**src/rtl/tt_mux4_arb_pkg.sv**
```systemverilog
// ============================================================================
// Module  : tt_mux4_arb_pkg
// Brief   : Shared state encoding, sizes and round-robin pick for tt_mux4_arb.
// Rev     : 1.0
// ============================================================================
`default_nettype none

package tt_mux4_arb_pkg;

  localparam int N_REQ = 4;
  localparam int SEL_W = 2;

  typedef enum logic [1:0] {
    ST_IDLE  = 2'd0,
    ST_GRANT = 2'd1,
    ST_GAP   = 2'd2
  } state_t;

  // Rotate so last+1 sits at bit 0, take the lowest set bit, rotate the index back.
  function automatic logic [SEL_W-1:0] rr_pick(input logic [N_REQ-1:0] r,
                                               input logic [SEL_W-1:0] last);
    logic [SEL_W-1:0]   sh;
    logic [2*N_REQ-1:0] dbl;
    logic [N_REQ-1:0]   rot;
    logic [SEL_W-1:0]   p;
    sh  = last + 2'd1;
    dbl = {r, r} >> sh;
    rot = dbl[N_REQ-1:0];
    p   = '0;
    for (int i = N_REQ - 1; i >= 0; i--) begin
      if (rot[i]) p = SEL_W'(i);
    end
    return p + sh;
  endfunction

endpackage

`default_nettype wire

```
**src/rtl/tt_prim_mux4.sv**
```systemverilog
// ============================================================================
// Module  : tt_prim_mux4
// Brief   : 4:1 single-bit multiplexer primitive.
// Rev     : 1.0
// ============================================================================
`default_nettype none

module tt_prim_mux4 (
  input  logic       a,
  input  logic       b,
  input  logic       c,
  input  logic       d,
  input  logic [1:0] s,
  output logic       y
);

  always_comb begin
    y = a;
    case (s)
      2'd0:    y = a;
      2'd1:    y = b;
      2'd2:    y = c;
      default: y = d;
    endcase
  end

endmodule

`default_nettype wire

```
**src/rtl/tt_mux4_arb.sv**
```systemverilog
// ============================================================================
// Module  : tt_mux4_arb
// Brief   : Round-robin 4-way arbiter with registered grant and 1-cycle gap,
//           steering a tt_prim_mux4. Macro TT_MUX4_ARB_TIMEOUT_EN adds a
//           tenure timeout that forces release when others are waiting.
// Rev     : 1.0
// ============================================================================
`default_nettype none

module tt_mux4_arb
  import tt_mux4_arb_pkg::*;
#(
  parameter int TENURE_W   = 4,
  parameter int TENURE_MAX = 15
) (
  input  logic             clk,
  input  logic             rst_n,
  input  logic [N_REQ-1:0] req,
  input  logic [N_REQ-1:0] din,
  output logic [N_REQ-1:0] gnt,
  output logic [SEL_W-1:0] sel,
  output logic             dout,
  output logic             dout_vld,
  output logic             busy
);

  if (TENURE_MAX < 1 || TENURE_MAX > (2 ** TENURE_W) - 1) begin : g_tenure_range_bad
    $error("tt_mux4_arb: TENURE_MAX out of range for TENURE_W");
  end

  state_t           state, state_nx;
  logic [N_REQ-1:0] gnt_nx;
  logic [SEL_W-1:0] sel_nx;
  logic [SEL_W-1:0] last, last_nx;
  logic [SEL_W-1:0] winner;
  logic             mux_y;

`ifdef TT_MUX4_ARB_TIMEOUT_EN
  logic [TENURE_W-1:0] cnt, cnt_nx;
`endif

  assign winner = rr_pick(req, last);

  always_comb begin
    state_nx = state;
    gnt_nx   = gnt;
    sel_nx   = sel;
    last_nx  = last;
`ifdef TT_MUX4_ARB_TIMEOUT_EN
    cnt_nx   = cnt;
`endif
    case (state)
      ST_IDLE, ST_GAP: begin
        if (|req) begin
          state_nx         = ST_GRANT;
          gnt_nx           = '0;
          gnt_nx[winner]   = 1'b1;
          sel_nx           = winner;
          last_nx          = winner;
`ifdef TT_MUX4_ARB_TIMEOUT_EN
          cnt_nx           = '0;
`endif
        end else begin
          state_nx = ST_IDLE;
        end
      end
      ST_GRANT: begin
        if (!req[sel]) begin
          state_nx = ST_GAP;
          gnt_nx   = '0;
        end
`ifdef TT_MUX4_ARB_TIMEOUT_EN
        // At the tenure limit the owner is only evicted if someone else waits.
        else if (cnt == TENURE_W'(TENURE_MAX - 1)) begin
          cnt_nx = '0;
          if ((req & ~gnt) != '0) begin
            state_nx = ST_GAP;
            gnt_nx   = '0;
          end
        end else begin
          cnt_nx = cnt + 1'b1;
        end
`endif
      end
      default: begin
        state_nx = ST_IDLE;
        gnt_nx   = '0;
      end
    endcase
  end

  always_ff @(posedge clk or negedge rst_n) begin
    if (!rst_n) begin
      state <= ST_IDLE;
      gnt   <= '0;
      sel   <= '0;
      last  <= SEL_W'(N_REQ - 1);
`ifdef TT_MUX4_ARB_TIMEOUT_EN
      cnt   <= '0;
`endif
    end else begin
      state <= state_nx;
      gnt   <= gnt_nx;
      sel   <= sel_nx;
      last  <= last_nx;
`ifdef TT_MUX4_ARB_TIMEOUT_EN
      cnt   <= cnt_nx;
`endif
    end
  end

  tt_prim_mux4 u_mux (
    .a (din[0]),
    .b (din[1]),
    .c (din[2]),
    .d (din[3]),
    .s (sel),
    .y (mux_y)
  );

  assign dout_vld = |gnt;
  assign dout     = mux_y & dout_vld;
  assign busy     = (state != ST_IDLE);

  a_gnt_onehot: assert property (@(posedge clk) disable iff (!rst_n)
    $onehot0(gnt) && ((gnt == '0) || gnt[sel]));

endmodule

`default_nettype wire

```
**config.mk**
```make
export PLATFORM = sky130hd
export DESIGN_NAME = tt_mux4_arb
export DESIGN_NICKNAME = d
export VERILOG_FILES = /design/src/rtl/tt_mux4_arb_pkg.sv /design/src/rtl/tt_prim_mux4.sv /design/src/rtl/tt_mux4_arb.sv
export SDC_FILE = /design/constraint.sdc
export NUM_CORES = 1
export LEC_CHECK = 0
export CAP_MARGIN = 20
export CORE_AREA = 8 8 45 47
export CTS_BUF_LIST = sky130_fd_sc_hd__clkbuf_16
export DETAILED_ROUTE_END_ITERATION = 6
export DIE_AREA = 0 0 53 55
export DONT_BUFFER_PORTS = 1
export MAX_ROUTING_LAYER = met4
export PLACE_DENSITY = 0.71
export SLEW_MARGIN = 5
export SYNTH_ARGS = -nofsm -noshare
export SYNTH_HDL_FRONTEND = slang
export SYNTH_SLANG_ARGS = --single-unit
export TNS_END_PERCENT = 5
```
**constraint.sdc**
```tcl
create_clock -name clk -period 2.7 [get_ports clk]
set_input_delay 0.405 -clock clk [delete_from_list [all_inputs] [get_ports clk]]
set_output_delay 0.405 -clock clk [all_outputs]
set_load 0.01 [all_outputs]
```
Yosys cells after proc, flatten, opt, wreduce, memory -nomap -nowiden
Cells that the tools add are included.

Add/sub/neg operators: 2. Equality and inequality tests: 6. Shifts and indexed selects: 1. Bitwise gates (word level): 1. Reduce and logical (&&, ||, !) cells: 9. Muxes and demuxes: 15. $lt $le $gt $ge: 3.

Operators by type and width (number): $mux 2 (5); $mux 4 (2); $pmux 4 s2 (1); $reduce_or 4->1 (2); $shr 8x2->4 (1); $lt 2x3->1 const B (2); $eq 2x1->1 const B (2); $eq 2x2->1 const B (2); $logic_not 2->1 (2); $ne 2x2->1 const B (2); $pmux 2 s2 (1); $reduce_and 2->1 (2); $mux 1 (3); $pmux 1 s3 (1); $add 2x1->2 const B (1); $add 2x2->2 (1); $bmux 1 s2 (1); $demux 1 s2 (1); $ge 2x1->1 const B (1); $reduce_bool 2->1 (1); $reduce_or 2->1 (1); $and 1x1->1 (1); $logic_and 1x1->1 (1).

Logic and storage cells: 41. Bits in registers: 10.

Depth between registers and ports, before layout
Word-level depth: 13. Gate-level depth with buffers: 11. Depth with buffers taken out: 10.

Modules after synthesis
From an unflattened synthesis, not the netlist that was laid out.

Cell total of the unflattened synthesis: 82. Area total of the unflattened synthesis: 778.2 um2.

Modules (own cells, without submodules): tt_mux4_arb (seq. area each 252.7 um2, area each 755.7 um2, instances 1, cells an instance 81); tt_prim_mux4 (seq. area each 0.0 um2, area each 22.5 um2, instances 1, cells an instance 1).

Least setup slack after synthesis
OpenSTA, ideal clock, no wires.

Path type: flip-flop to flip-flop. Start point: register last[1]. End point: register gnt[1]. Clock period less this slack: 2.317 ns. Setup slack: 0.383 ns. Setup time: 0.126 ns. Stages on the path, launching flop included: 11. Buffers on the path: 1. Arrival: 2.191 ns. Cells stage by stage: dfstp_2 clkbuf_1 o221ai_1 o21ai_0 nand3_1 ha_1 xnor2_1 xnor2_1 nor2_1 and3_1 a221o_1.

Word-level cells in the longest chain between the ends: 13. Elaborated cells on any way between the ends: 14. Those cells by class: 2 x add/sub; 2 x order compare; 1 x shift; 8 x mux; 1 x reduce/logical.

RTL lines: start: declaration (RTL line tt_mux4_arb.sv:34) `logic [SEL_W-1:0] last, last_nx;`; start signal: assignment (RTL line tt_mux4_arb.sv:97) `last <= SEL_W'(N_REQ - 1);`; start signal: assignment (RTL line tt_mux4_arb.sv:105) `last <= last_nx;`; $add 2x1->2 (*) (RTL line tt_mux4_arb_pkg.sv:26) `sh = last + 2'd1;`; $shr 8x2->4 (RTL line tt_mux4_arb_pkg.sv:27) `dbl = {r, r} >> sh;`; $mux 2 (4 in series) (RTL line tt_mux4_arb_pkg.sv:31) `if (rot[i]) p = SEL_W'(i);`; $add 2x2->2 (*) (RTL line tt_mux4_arb_pkg.sv:33) `return p + sh;`; $lt 2x3->1 (implied by the code) or $ge 2x1->1 (tied branches) (RTL line tt_mux4_arb.sv:57) `gnt_nx[winner] = 1'b1;`; $logic_and 1x1->1 (implied by the code) (RTL line tt_mux4_arb.sv:57); $mux 1 (implied by the code) (RTL line tt_mux4_arb.sv:57); $demux 1 s2 (*) (RTL line tt_mux4_arb.sv:57); $mux 4 (*) (RTL line tt_mux4_arb.sv:54) `if (|req) begin`; $pmux 4 s2 (*) (RTL line tt_mux4_arb.sv:52) `case (state)`; end signal: assignment (RTL line tt_mux4_arb.sv:103) `gnt <= gnt_nx;`; end: declaration (RTL line tt_mux4_arb.sv:20) `output logic [N_REQ-1:0] gnt,`.

Every way passes the cells marked *; elsewhere a longest branch is shown, timed or not. The select of a mux whose other input is x is not followed. A chain may end at the register's enable or synchronous reset.

Worst setup path in the final report
Start point: register last[0]. End point: register gnt[1].

Same word-level chain as after synthesis.

==> impl_metrics.toml <==
[synthesis]
synth.net_count = 93
syn_area_um2 = 736
synth_area_per_cell_um2 = 8.97
ys.warnings.count = 0
synth-seq-area-share = 0.344
ys_seq_elements = 10
synthCells = 82
yosysUniqueCellTypes = 38

[clock_tree]
cts-root-buf = "clkbuf_16"
cts.sinks = 10
clock_path_buffers = 2
cts_inserted_buffers = 3
post_cts_buffers = 0
ctsResizeCount = 0
h-tree-depth = 1
path_clk_slew_ns = 0.04
clkLatencyLatePin_ns = 0.23
cts_tree = "done"

[drt]
ant_nets = 0
first_pass_iters = 4
viasPerCell = 6.50
wl_um = 1630
route.vias.total = 637
drc = 0
drtIter0Drc = 19
wl_per_cell_um = 16.6

[final_layout]
postLayoutCoreUtil = 0.588
final_cells = 98
n_antenna_cell = 0
area_growth_pct = 10.5
mostFrequentLayoutCells = "nand2_1, nor2_1, dfrtp_1"
drive_above_1_share = 0.146
mostFrequentLayoutCell = "nand2_1"
nNetsFinal = 94

[timing]
tns_ns = 0
setup_violations = 0
grt_setup_unrepaired = "false"
fin_crit_ns = 2.38
finClkSkew_ns = 0.00247
finalCritPeriodShare = 0.882
hold_viol_final = 0
max_slew_margin = 0.728
slew_violations = 0
whs_ns = 0.0120
worst_pin_slew_ns = 0.406
fmax_ghz = 0.420

[worst_setup_path]
worstSetupPathType = "reg -> reg"
path_max_fanout = 12
r2r_setup_slack_ns = 0.32
r2r-end = "gnt[1]"
r2r-start = "last[0]"
cp.required_ns = 2.81
start_kind = "register"
crit_path_end_kind = "register"
ff2ff_path_depth = 9
arrival_ns = 2.50

[floorplanning]
die_width_um = 53
die_y_um = 55
dieArea_um2 = 2920
std_cell_rows = 14
start_util = 0.532
core_area_um2 = 1380
num_io_pins = 19

[place]
portBuffers = 0
dpl.hpwl_um = 1220
gp_congestion = 0.830
dp.cells = 93

[grt]
antenna_found_initial = 0
grt_usage = 0.126
grt_max_degree = 13
grt_pass1_vias = 594
overflow = 0
grt_pass1_wl_um = 2680

[hold_path]
min_path_type = "in -> async"

[pwr]
leakagePower_nw = 0.340
irDropWorstVdd_v = 0.000682
power_density_nw_per_um2 = 1350

[outcome]
status = "finished, final reports clean"

[run]
cap_violations = 0
-- stage by stage --
step	setup WS [ns]	power, mW	instance area, um^2
3_5_place_dp	0.339	0.834	724
2_1_floorplan	0.383	0.764	736
4_1_cts	0.304	1.11	813
6_report	0.317	1.10	813
5_1_grt	0.155	1.19	813
3_3_place_gp	0.351	0.828	724
-- repair_timing --
item	in CTS	in global routing
endpoints found under the hold margin	8	0
setup endpoints to repair	0	0
hold buffers	1	0
-- Yosys cell counts --
library cell	number	area (um^2)
o22ai_1	1	6.26
o211ai_1	2	15.0
clkbuf_1	2	7.51
nor3b_1	1	7.51
mux4_2	2	45.0
dfrtp_1	8	200
ha_1	1	12.5
nand3b_4	1	20.0
o32a_1	1	10.0
or4_1	2	15.0
nor2b_1	2	12.5
o221ai_1	1	8.76
dfstp_2	2	52.6
nor2_2	1	6.26
a32o_1	1	10.0
nand3b_1	1	7.51
o32ai_1	1	8.76
nand4b_1	1	8.76
a32oi_1	2	17.5
xnor2_1	2	17.5
o21ai_1	2	10.0
nor3_1	2	10.0
a221o_1	2	20.0
and3_1	2	12.5
or2b_1	1	7.51
or4_4	1	11.3
nand3_1	4	20.0
or2_2	2	12.5
buf_6	1	11.3
or3_1	1	6.26
inv_1	1	3.75
buf_4	1	7.51
nand2b_1	2	12.5
and2_1	1	6.26
buf_2	1	5.00
nor2_1	8	30.0
o21ai_0	3	15.0
nand2_1	12	45.0
-- layer usage --
| layer | GRT usage | vias up | share of wire |
|---|---|---|---|
| li1 | - | 307 | - |
| met1 | 0.156 | 305 | 0.41 |
| met2 | 0.184 | 23 | 0.47 |
| met3 | 0.0428 | 2 | 0.10 |
| met4 | 0.0517 | 0 | 0.012 |
| met5 | - | - | 0 |
-- critical path, stage by stage (launching register included) --
cell	delay [ns]
dfstp_2	0.63
o22ai_1	0.11
o21ai_0	0.16
nand3_1	0.10
ha_1	0.20
xnor2_1	0.14
xnor2_1	0.36
nor2_1	0.11
and3_1	0.20
a221o_1	0.25
-- flip-flops by register name, summed over array words and instances (netlist names) --
signal and flops:
gnt 4, last 2, sel 2, state 2
-- report_power, final --
| group | switching (mW) | internal, mW | total (mW) |
|---|---|---|---|
| logic | 0.263 | 0.240 | 0.503 |
| clock network | 0.0674 | 0.194 | 0.261 |
| registers | 0.107 | 0.228 | 0.335 |
-- cells by family (layout without fill, tap and decap cells) --
kind of cell,Yosys count,after routing,share of synthesized area
AND/OR/NAND/NOR,45,45,0.342
AO/OA/AOI/OAI,16,16,0.165
flip-flops,10,10,0.344
buffers and inverters,6,6,0.0476
XOR/XNOR,2,2,0.0238
multiplexers,2,2,0.0612
adder cells (fa/ha/maj),1,1,0.0170
-- cell type report --
cell class	count	area, um^2
Fill cell	116	571
Tap cell	16	20.0
Timing Repair Buffer	1	10.0
Sequential cell	10	253
Multi-Input combinational cell	66	448
Inverter	1	3.75
Clock inverter	1	3.75
Clock buffer	3	75.1
-- how the worst max path moves through the flow --
stage,slack (ns),start,endpoint,depth (start not counted)
after global routing,0.15,last[0],gnt[1],9
after global placement,0.35,last[0],gnt[1],9
after CTS,0.30,last[0],gnt[1],9
after floorplan,0.38,last[1],gnt[1],10
after detailed placement,0.34,last[0],gnt[1],9
final,0.32,last[0],gnt[1],9
Power figures use the tool's default switching activity.
